## config.mk

```make
export PLATFORM = sky130hd
export DESIGN_NAME = seg_scan_display_flat
export DESIGN_NICKNAME = d
export VERILOG_FILES = /design/src/rtl/seg_scan_display_if.sv /design/src/rtl/seg_scan_display.sv /design/src/flat_wrapper.sv
export SDC_FILE = /design/constraint.sdc
export NUM_CORES = 1
export LEC_CHECK = 0
export BUFFER_PORTS_ARGS = -buffer_cell sky130_fd_sc_hd__buf_2
export CORE_MARGIN = 2
export CORE_UTILIZATION = 45
export CTS_CLUSTER_SIZE = 8
export DETAILED_ROUTE_END_ITERATION = 6
export GPL_ROUTABILITY_DRIVEN = 0
export PLACE_DENSITY = 0.68
export SLEW_MARGIN = 20
export SYNTH_ARGS = -nofsm -noshare
export SYNTH_HDL_FRONTEND = slang
export SYNTH_SLANG_ARGS = --single-unit
```

## constraint.sdc

```tcl
create_clock -name clk -period 2.95 [get_ports clk]
set_input_delay 0.1475 -clock clk [delete_from_list [all_inputs] [get_ports clk]]
set_output_delay 0.1475 -clock clk [all_outputs]
set_load 0.02 [all_outputs]
```

## src/rtl/seg_scan_display_if.sv

```systemverilog
`default_nettype none
// ============================================================================
// Module      : seg_scan_display_if
// Description : CPU-side bus of the seven-segment scanner: hex value, decimal
//               points, capture strobe and the two live display controls.
// Revision    : 1.0 - initial release
// ============================================================================
interface seg_scan_display_if #(
    parameter int NUM_DIGITS = 4
);
    logic [4*NUM_DIGITS-1:0] data_in;
    logic [NUM_DIGITS-1:0]   dp_in;
    logic                    data_valid;
    logic                    lz_en;
    logic                    enable;

    modport master (output data_in, dp_in, data_valid, lz_en, enable);
    modport slave  (input  data_in, dp_in, data_valid, lz_en, enable);
endinterface
`default_nettype wire

```

## src/rtl/seg_scan_display.sv

```systemverilog
`default_nettype none
// ============================================================================
// Module      : seg_scan_display
// Description : Multiplexed seven-segment driver with frame-synchronous update,
//               decimal points, leading-zero blanking and selectable polarity.
// Revision    : 1.0 - initial release
// ============================================================================
module seg_scan_display #(
    parameter int NUM_DIGITS = 4,
    parameter int SCAN_DIV   = 100000,
    parameter bit ACTIVE_LOW = 1'b1
) (
    input  wire logic                  clk,
    input  wire logic                  reset,
    seg_scan_display_if.slave          cpu,
    output logic [NUM_DIGITS-1:0]      an,
    output logic [7:0]                 seg,
    output logic                       frame_tick
);
    localparam int                    DIV_W    = $clog2(SCAN_DIV);
    localparam int                    IDX_W    = $clog2(NUM_DIGITS);
    localparam logic [DIV_W-1:0]      DIV_LAST = DIV_W'(SCAN_DIV - 1);
    localparam logic [IDX_W-1:0]      IDX_LAST = IDX_W'(NUM_DIGITS - 1);
    localparam logic [NUM_DIGITS-1:0] AN_OFF   = {NUM_DIGITS{ACTIVE_LOW}};
    localparam logic [7:0]            SEG_OFF  = {8{ACTIVE_LOW}};

    logic [DIV_W-1:0]        div_cnt_q, div_cnt_d;
    logic [IDX_W-1:0]        idx_q, idx_d;
    logic [4*NUM_DIGITS-1:0] shadow_q, shadow_d, disp_q, disp_d;
    logic [NUM_DIGITS-1:0]   dp_shadow_q, dp_shadow_d, dp_disp_q, dp_disp_d;
    logic [NUM_DIGITS-1:0]   an_q, an_d;
    logic [7:0]              seg_q, seg_d;
    logic                    frame_tick_q, frame_tick_d;

    logic                    tick, boundary, blank;
    logic [IDX_W-1:0]        hi_idx;
    logic [3:0]              cur_nib;

    function automatic logic [6:0] hex_to_seg(input logic [3:0] nib);
        case (nib)
            4'h0: hex_to_seg = 7'h3F;  4'h1: hex_to_seg = 7'h06;
            4'h2: hex_to_seg = 7'h5B;  4'h3: hex_to_seg = 7'h4F;
            4'h4: hex_to_seg = 7'h66;  4'h5: hex_to_seg = 7'h6D;
            4'h6: hex_to_seg = 7'h7D;  4'h7: hex_to_seg = 7'h07;
            4'h8: hex_to_seg = 7'h7F;  4'h9: hex_to_seg = 7'h6F;
            4'hA: hex_to_seg = 7'h77;  4'hB: hex_to_seg = 7'h7C;
            4'hC: hex_to_seg = 7'h39;  4'hD: hex_to_seg = 7'h5E;
            4'hE: hex_to_seg = 7'h79;  default: hex_to_seg = 7'h71;
        endcase
    endfunction

    // Highest non-zero nibble; an all-zero value reports 0 so digit 0 stays lit.
    always_comb begin
        hi_idx = '0;
        for (int k = 0; k < NUM_DIGITS; k++) begin
            if (disp_q[4*k +: 4] != 4'h0) begin
                hi_idx = IDX_W'(k);
            end
        end
    end

    always_comb begin
        tick         = (div_cnt_q == DIV_LAST);
        boundary     = tick && (idx_q == IDX_LAST);
        div_cnt_d    = tick ? '0 : div_cnt_q + DIV_W'(1);
        idx_d        = idx_q;
        if (tick) begin
            idx_d = (idx_q == IDX_LAST) ? '0 : idx_q + IDX_W'(1);
        end

        shadow_d     = cpu.data_valid ? cpu.data_in : shadow_q;
        dp_shadow_d  = cpu.data_valid ? cpu.dp_in   : dp_shadow_q;
        // A strobe on the boundary edge bypasses the shadow straight to the display.
        disp_d       = boundary ? shadow_d    : disp_q;
        dp_disp_d    = boundary ? dp_shadow_d : dp_disp_q;
        frame_tick_d = boundary;

        cur_nib      = 4'(disp_q >> {idx_q, 2'b00});
        blank        = cpu.lz_en && (idx_q > hi_idx);
        seg_d        = {dp_disp_q[idx_q], blank ? 7'h00 : hex_to_seg(cur_nib)};
        an_d         = cpu.enable ? (NUM_DIGITS'(1) << idx_q) : '0;
        seg_d        = seg_d ^ SEG_OFF;
        an_d         = an_d  ^ AN_OFF;
    end

    always_ff @(posedge clk) begin
        if (reset) begin
            div_cnt_q    <= '0;
            idx_q        <= '0;
            shadow_q     <= '0;
            dp_shadow_q  <= '0;
            disp_q       <= '0;
            dp_disp_q    <= '0;
            an_q         <= AN_OFF;
            seg_q        <= SEG_OFF;
            frame_tick_q <= 1'b0;
        end else begin
            div_cnt_q    <= div_cnt_d;
            idx_q        <= idx_d;
            shadow_q     <= shadow_d;
            dp_shadow_q  <= dp_shadow_d;
            disp_q       <= disp_d;
            dp_disp_q    <= dp_disp_d;
            an_q         <= an_d;
            seg_q        <= seg_d;
            frame_tick_q <= frame_tick_d;
        end
    end

    assign an         = an_q;
    assign seg        = seg_q;
    assign frame_tick = frame_tick_q;
endmodule
`default_nettype wire
```

## src/flat_wrapper.sv

```systemverilog
// flat-port wrapper written by rule: the top's interface ports become plain ports
module seg_scan_display_flat 
#(
    parameter int NUM_DIGITS = 4,
    parameter int SCAN_DIV   = 100000,
    parameter bit ACTIVE_LOW = 1'b1
)
  (clk, reset, an, seg, frame_tick, cpu_data_in, cpu_dp_in, cpu_data_valid, cpu_lz_en, cpu_enable);
  seg_scan_display_if #(.NUM_DIGITS(NUM_DIGITS)) cpu_i ();
  input  wire logic clk;
  input  wire logic reset;
  output logic [NUM_DIGITS-1:0] an;
  output logic [7:0] seg;
  output logic frame_tick;
  input wire logic [$bits(cpu_i.data_in)-1:0] cpu_data_in;
  input wire logic [$bits(cpu_i.dp_in)-1:0] cpu_dp_in;
  input wire logic [$bits(cpu_i.data_valid)-1:0] cpu_data_valid;
  input wire logic [$bits(cpu_i.lz_en)-1:0] cpu_lz_en;
  input wire logic [$bits(cpu_i.enable)-1:0] cpu_enable;
  assign cpu_i.data_in = cpu_data_in;
  assign cpu_i.dp_in = cpu_dp_in;
  assign cpu_i.data_valid = cpu_data_valid;
  assign cpu_i.lz_en = cpu_lz_en;
  assign cpu_i.enable = cpu_enable;
  seg_scan_display #(.NUM_DIGITS(NUM_DIGITS), .SCAN_DIV(SCAN_DIV), .ACTIVE_LOW(ACTIVE_LOW)) u_core (.clk(clk), .reset(reset), .cpu(cpu_i), .an(an), .seg(seg), .frame_tick(frame_tick));
endmodule
```

* Word level (Yosys, flattened, before mapping)
Memories as Yosys holds them, arrays and structs flattened.
Cells that the tools add are included.
** Storage, ports and cells
- Memories kept :: 1
- Output and inout port bits :: 13
- Bits in read-only memories :: 112
- Register bits after elaboration :: 72
- Input port bits :: 25
- Word-level logic and storage cells :: 36
** Operators by class
- Equal/unequal tests :: 2
- Reductions and logical operators :: 6
- Multiplexer cells :: 10
- Order comparisons :: 2
- Add/sub/neg operators :: 2
- Bitwise gates (word level) :: 2
- Shift operators :: 2
** Memory list
- (no name shown) :: depth 16, bits a word 7, rd ports 1, clocked after memory_dff 0, write ports 0, line seg_scan_display.sv:40 : case (nib)
** Operator list (number)
- $add A17 B1 Y17 const B :: 1
- $eq A17 B17 Y1 const B :: 1
- $mux W16 :: 1
- $shr A16 B4 Y4 :: 1
- $reduce_bool A4 Y1 :: 3
- $mux W4 :: 2
- $not A8 Y8 :: 1
- $mux W7 :: 1
- $mux W2 :: 3
- $not A4 Y4 :: 1
- $shl A1 B2 Y4 const A :: 1
- $lt A2 B3 Y1 const B :: 1
- $add A2 B1 Y2 const B :: 1
- $bmux W1 S2 :: 1
- $eq A2 B2 Y1 const B :: 1
- $gt A2 B2 Y1 :: 1
- $logic_and A1 B1 Y1 :: 2
- $mux W1 :: 2
- $reduce_or A2 Y1 :: 1

* Longest topological paths before layout
- Depth in word-level cells :: 8
- Depth in mapped cells :: 7
- Mapped depth without buffers :: 7

* Least setup slack after synthesis
OpenSTA, ideal clock, no wires.
- Path type :: register to register
- From :: register u_core.idx_q[0]
- To :: register u_core.seg_q[3] (netlist: u_core.seg[3])
- Path slack :: 0.835 ns
- Data required time :: 2.819 ns
- Period minus slack after synthesis :: 2.115 ns
- Setup time :: 0.131 ns
- Buffers on the path :: 1
- Stages on the path, launching flop included :: 8
- Data arrival time :: 1.983 ns
- Cell sequence :: dfxtp_1 buf_2 mux4_2 inv_1 ha_1 inv_1 mux4_2 nand2b_1
** On the way
- Cells in the longest elaborated chain, start to end :: 4
- Elaborated cells on any way between the ends :: 6
- Classes of those cells :: order compare (1); shift (1); mux (1); bitwise (1); reduce/logical (1); memory (1)
** RTL lines
- start: declaration :: line seg_scan_display.sv:28 : logic [IDX_W-1:0] idx_q, idx_d;
- start signal: assignment :: line seg_scan_display.sv:99 : idx_q <= idx_d;
- $shr A16 B4 Y4 / $gt A2 B2 Y1 (equally long branches) :: line seg_scan_display.sv:78, seg_scan_display.sv:79
- $mem_v2 Z16 W7 / $logic_and A1 B1 Y1 (equally long branches)
- $mux W7 * :: line seg_scan_display.sv:80 : seg_d = {dp_disp_q[idx_q], blank ? 7'h00 : hex_to_seg(cur_nib)};
- $not A8 Y8 (no source line) *
- end signal: assignment :: line seg_scan_display.sv:105 : seg_q <= seg_d;
- end: declaration :: line seg_scan_display.sv:32 : logic [7:0] seg_q, seg_d;
Every way passes the cells marked *; elsewhere a longest branch is shown, timed or not.
A chain may end at the register's enable or synchronous reset.

* Worst setup path in the final report
Same ends and word-level chain as after synthesis.

==> flow_summary.yaml <==
run_status:
  status: "finished, final reports clean"
min_path:
  worstHoldPathCells: 3
  hp-class: "in2reg"
  holdCritStartpoint: "cpu_data_in[4]"
  min_to: "u_core.shadow_q[4]"
placement:
  dp_cells: 409
  io_buffers: 37
  dp_hpwl_um: 3843
cells_and_area:
  final_layout_size_suffix_gt1_share_pct: 24.13
  utilization_pct: 52.57
  mostFrequentLayoutCell: "dfxtp_1"
  final_nets: 378
  final_cell_mix: "72 x dfxtp_1, 37 x buf_2, 34 x nor2_1"
  syn_to_final_growth_pct: 13.65
  diodes: 0
  layout.cells.non_filler: 424
timing:
  clock-skew-final_ns: 0.01241
  maxSlewHeadroom_pct: 42.54
  tns_ns: 0
  worst_slew_pin_slew_ns: 0.8619
  hold_violations: 0
  clock.fmax_mhz: 430.3
  setup_viol: 0
  rsz0062_at_grt: "no"
  timing.final.crit_share_pct: 78.78
  slew_violations: 0
  fin_crit_ns: 2.324
global_route:
  grt_pass1_vias: 2028
  grt-ovfl-total: 0
  antenna_found_initial: 0
  grt_use_total_pct: 15.84
  grt_max_degree: 50
  grt_pass1_wl_um: 9377
worst_setup_path:
  r2r_start: "u_core.idx_q[0]"
  startpoint_type: "flop"
  crit_type: "reg2reg"
  r2r_end: "u_core.seg[3]"
  arrival_ns: 2.54
  r2r_slack_ns: 0.63
  critical_path_peak_fanout: 10
  endpoint_kind: "flop"
  worst_path_max_delay_cell: "mux4_2"
  slowest_delay_ns: 0.66
  reg2reg_depth: 6
  crit_chain: "mux4_2 -> inv_1 -> ha_1 -> inv_1 -> mux4_2 -> nand2b_1"
  required_ns: 3.17
clocking:
  post-cts-setup-buffer-count: 0
  clockBufferDepth: 2
  cts_buffers: 9
  clk_pin_slew_ns: 0.08
  ctsResizeCount: 0
  clock_latency_ns: 0.34
  cts_sinks: 72
  cts_hold_buf: 0
  cts_tree: "done"
  root_buffer: "clkbuf_8"
  cts_max_level: 3
power_and_ir_drop:
  pwr_density_cell_nw_per_um2: 515.8
  p_leak_uw: 0.001473
  ir_drop_v: 0.0003415
synthesis:
  postSynthAreaPerCell_um2: 10.25
  synth_flop_cell: "dfxtp_1"
  synth_edf_count: 0
  synth_area_um2: 3125
  synthDistinctLibCells: 37
  async_flop_share_pct: 0
  synth_nets: 343
  netlist_instances: 305
  ys_warn_count: 0
  ys_seq_area_share_pct: 46.12
  ys_ff_latch: 72
floorplan:
  pin_count: 38
  chipHeight_um: 87.34
  die_area_um2: 7628
  rows: 30
  core-area_um2: 6756
  initial_core_util_pct: 46.26
  die_w_um: 87.34
detailed_routing:
  m1WireLength_um: 2771
  ant_nets: 0
  drt_iter0_markers: 112
  routedWlPerCell_um: 13.12
  num_vias: 2186
  via_per_inst: 5.156
  wl_met3_um: 180
  first_pass_iters: 4
  wl_met2_um: 2506
  wirelength_um: 5564
  drc_errors: 0
  top_layer: "met4"
run:
  drv_cap: 0
[kinds of logic after synthesis]
logic type	after synthesis	synth area share, %
buffers and inverters	24	3.043
muxes	47	18.25
DFF	72	46.12
xor gates and xnor gates	10	2.802
AOI/OAI and AO/OA	23	4.684
and+or+nand+nor	116	19.90
adders and majority gates	13	5.204
[Yosys cell counts, types with 4 or more instances]
master    instances  share of area, %
mux2_2           20               7.2
nand3_1           5              0.80
nand4_1           8               1.6
mux4_2            6               4.3
nor2_1           34               4.1
nor2b_1          26               5.2
inv_1            10               1.2
ha_1             13               5.2
buf_2             4              0.64
or4_1             4              0.96
dfxtp_1          72                46
or3_1             4              0.80
a21oi_1           9               1.4
clkbuf_1          7              0.84
mux2i_1          21               6.7
nand2_1          16               1.9
xor2_1            9               2.5
[metal layers]
metal | vias to the layer above | track usage, %
met2 | 33 | 23.21
met4 | 0 | 8.252
li1 | 1134 | -
met5 | - | 0
met3 | 11 | 4.360
met1 | 1008 | 21.20
[worst max-delay path: cells and delay by family (launching register included)]
family / cells / cell delay (ns)
flip-flops: 1 / 0.62
AND/OR/NAND/NOR: 1 / 0.14
multiplexers: 2 / 1.10
adder cells (fa/ha/maj): 1 / 0.16
buffers and inverters: 2 / 0.18
[worst max-delay path by stage]
stage                     cells after the start             from  slack (ns)       endpoint
after floorplan                               7  u_core.idx_q[0]        0.84  u_core.seg[3]
after global placement                        6  u_core.idx_q[0]        0.69  u_core.seg[3]
after detailed placement                      6  u_core.idx_q[0]        0.61  u_core.seg[3]
after CTS                                     6  u_core.idx_q[0]        0.60  u_core.seg[3]
after global routing                          6  u_core.idx_q[0]        0.45  u_core.seg[3]
final                                         6  u_core.idx_q[0]        0.63  u_core.seg[3]
[cell type report]
class                   count  area [µm²]
repair buffers             38       192.7
multi-input cells         209        1589
fillers                   625        3204
flip-flops and latches     72        1441
well taps                  80       100.1
inverters                  10       37.54
clock inverters             2       12.51
clock buffers              13       178.9
[state kept, by name, summed over array words and instances, names as in the netlist]
signal	flops
u_core.shadow_q	16
u_core.idx_q	2
u_core.frame_tick	1
u_core.seg	8
u_core.dp_shadow_q	4
u_core.div_cnt_q	17
u_core.an	4
u_core.disp_q	16
u_core.dp_disp_q	4
[stage by stage]
stage / area [µm²] / worst slack (ns) / hold slack (ns) / total power, µW
after CTS: 3552 / 0.6003 / 0.08004 / 1852
after floorplan: 3126 / 0.8354 / 0.3260 / 1084
after detailed placement: 3361 / 0.6081 / 0.4359 / 1117
after global placement: 3361 / 0.6904 / 0.4275 / 1114
final: 3552 / 0.6259 / 0.08819 / 1832
after global routing: 3552 / 0.4475 / 0.09069 / 1906
[report_power, final]
group          internal, µW  leakage (µW)  switching, µW
clock network           392     0.0000975            348
registers               996      0.000587           7.37
logic                  37.1      0.000788           52.3
Note: power is estimated with default switching activity, not from simulation.
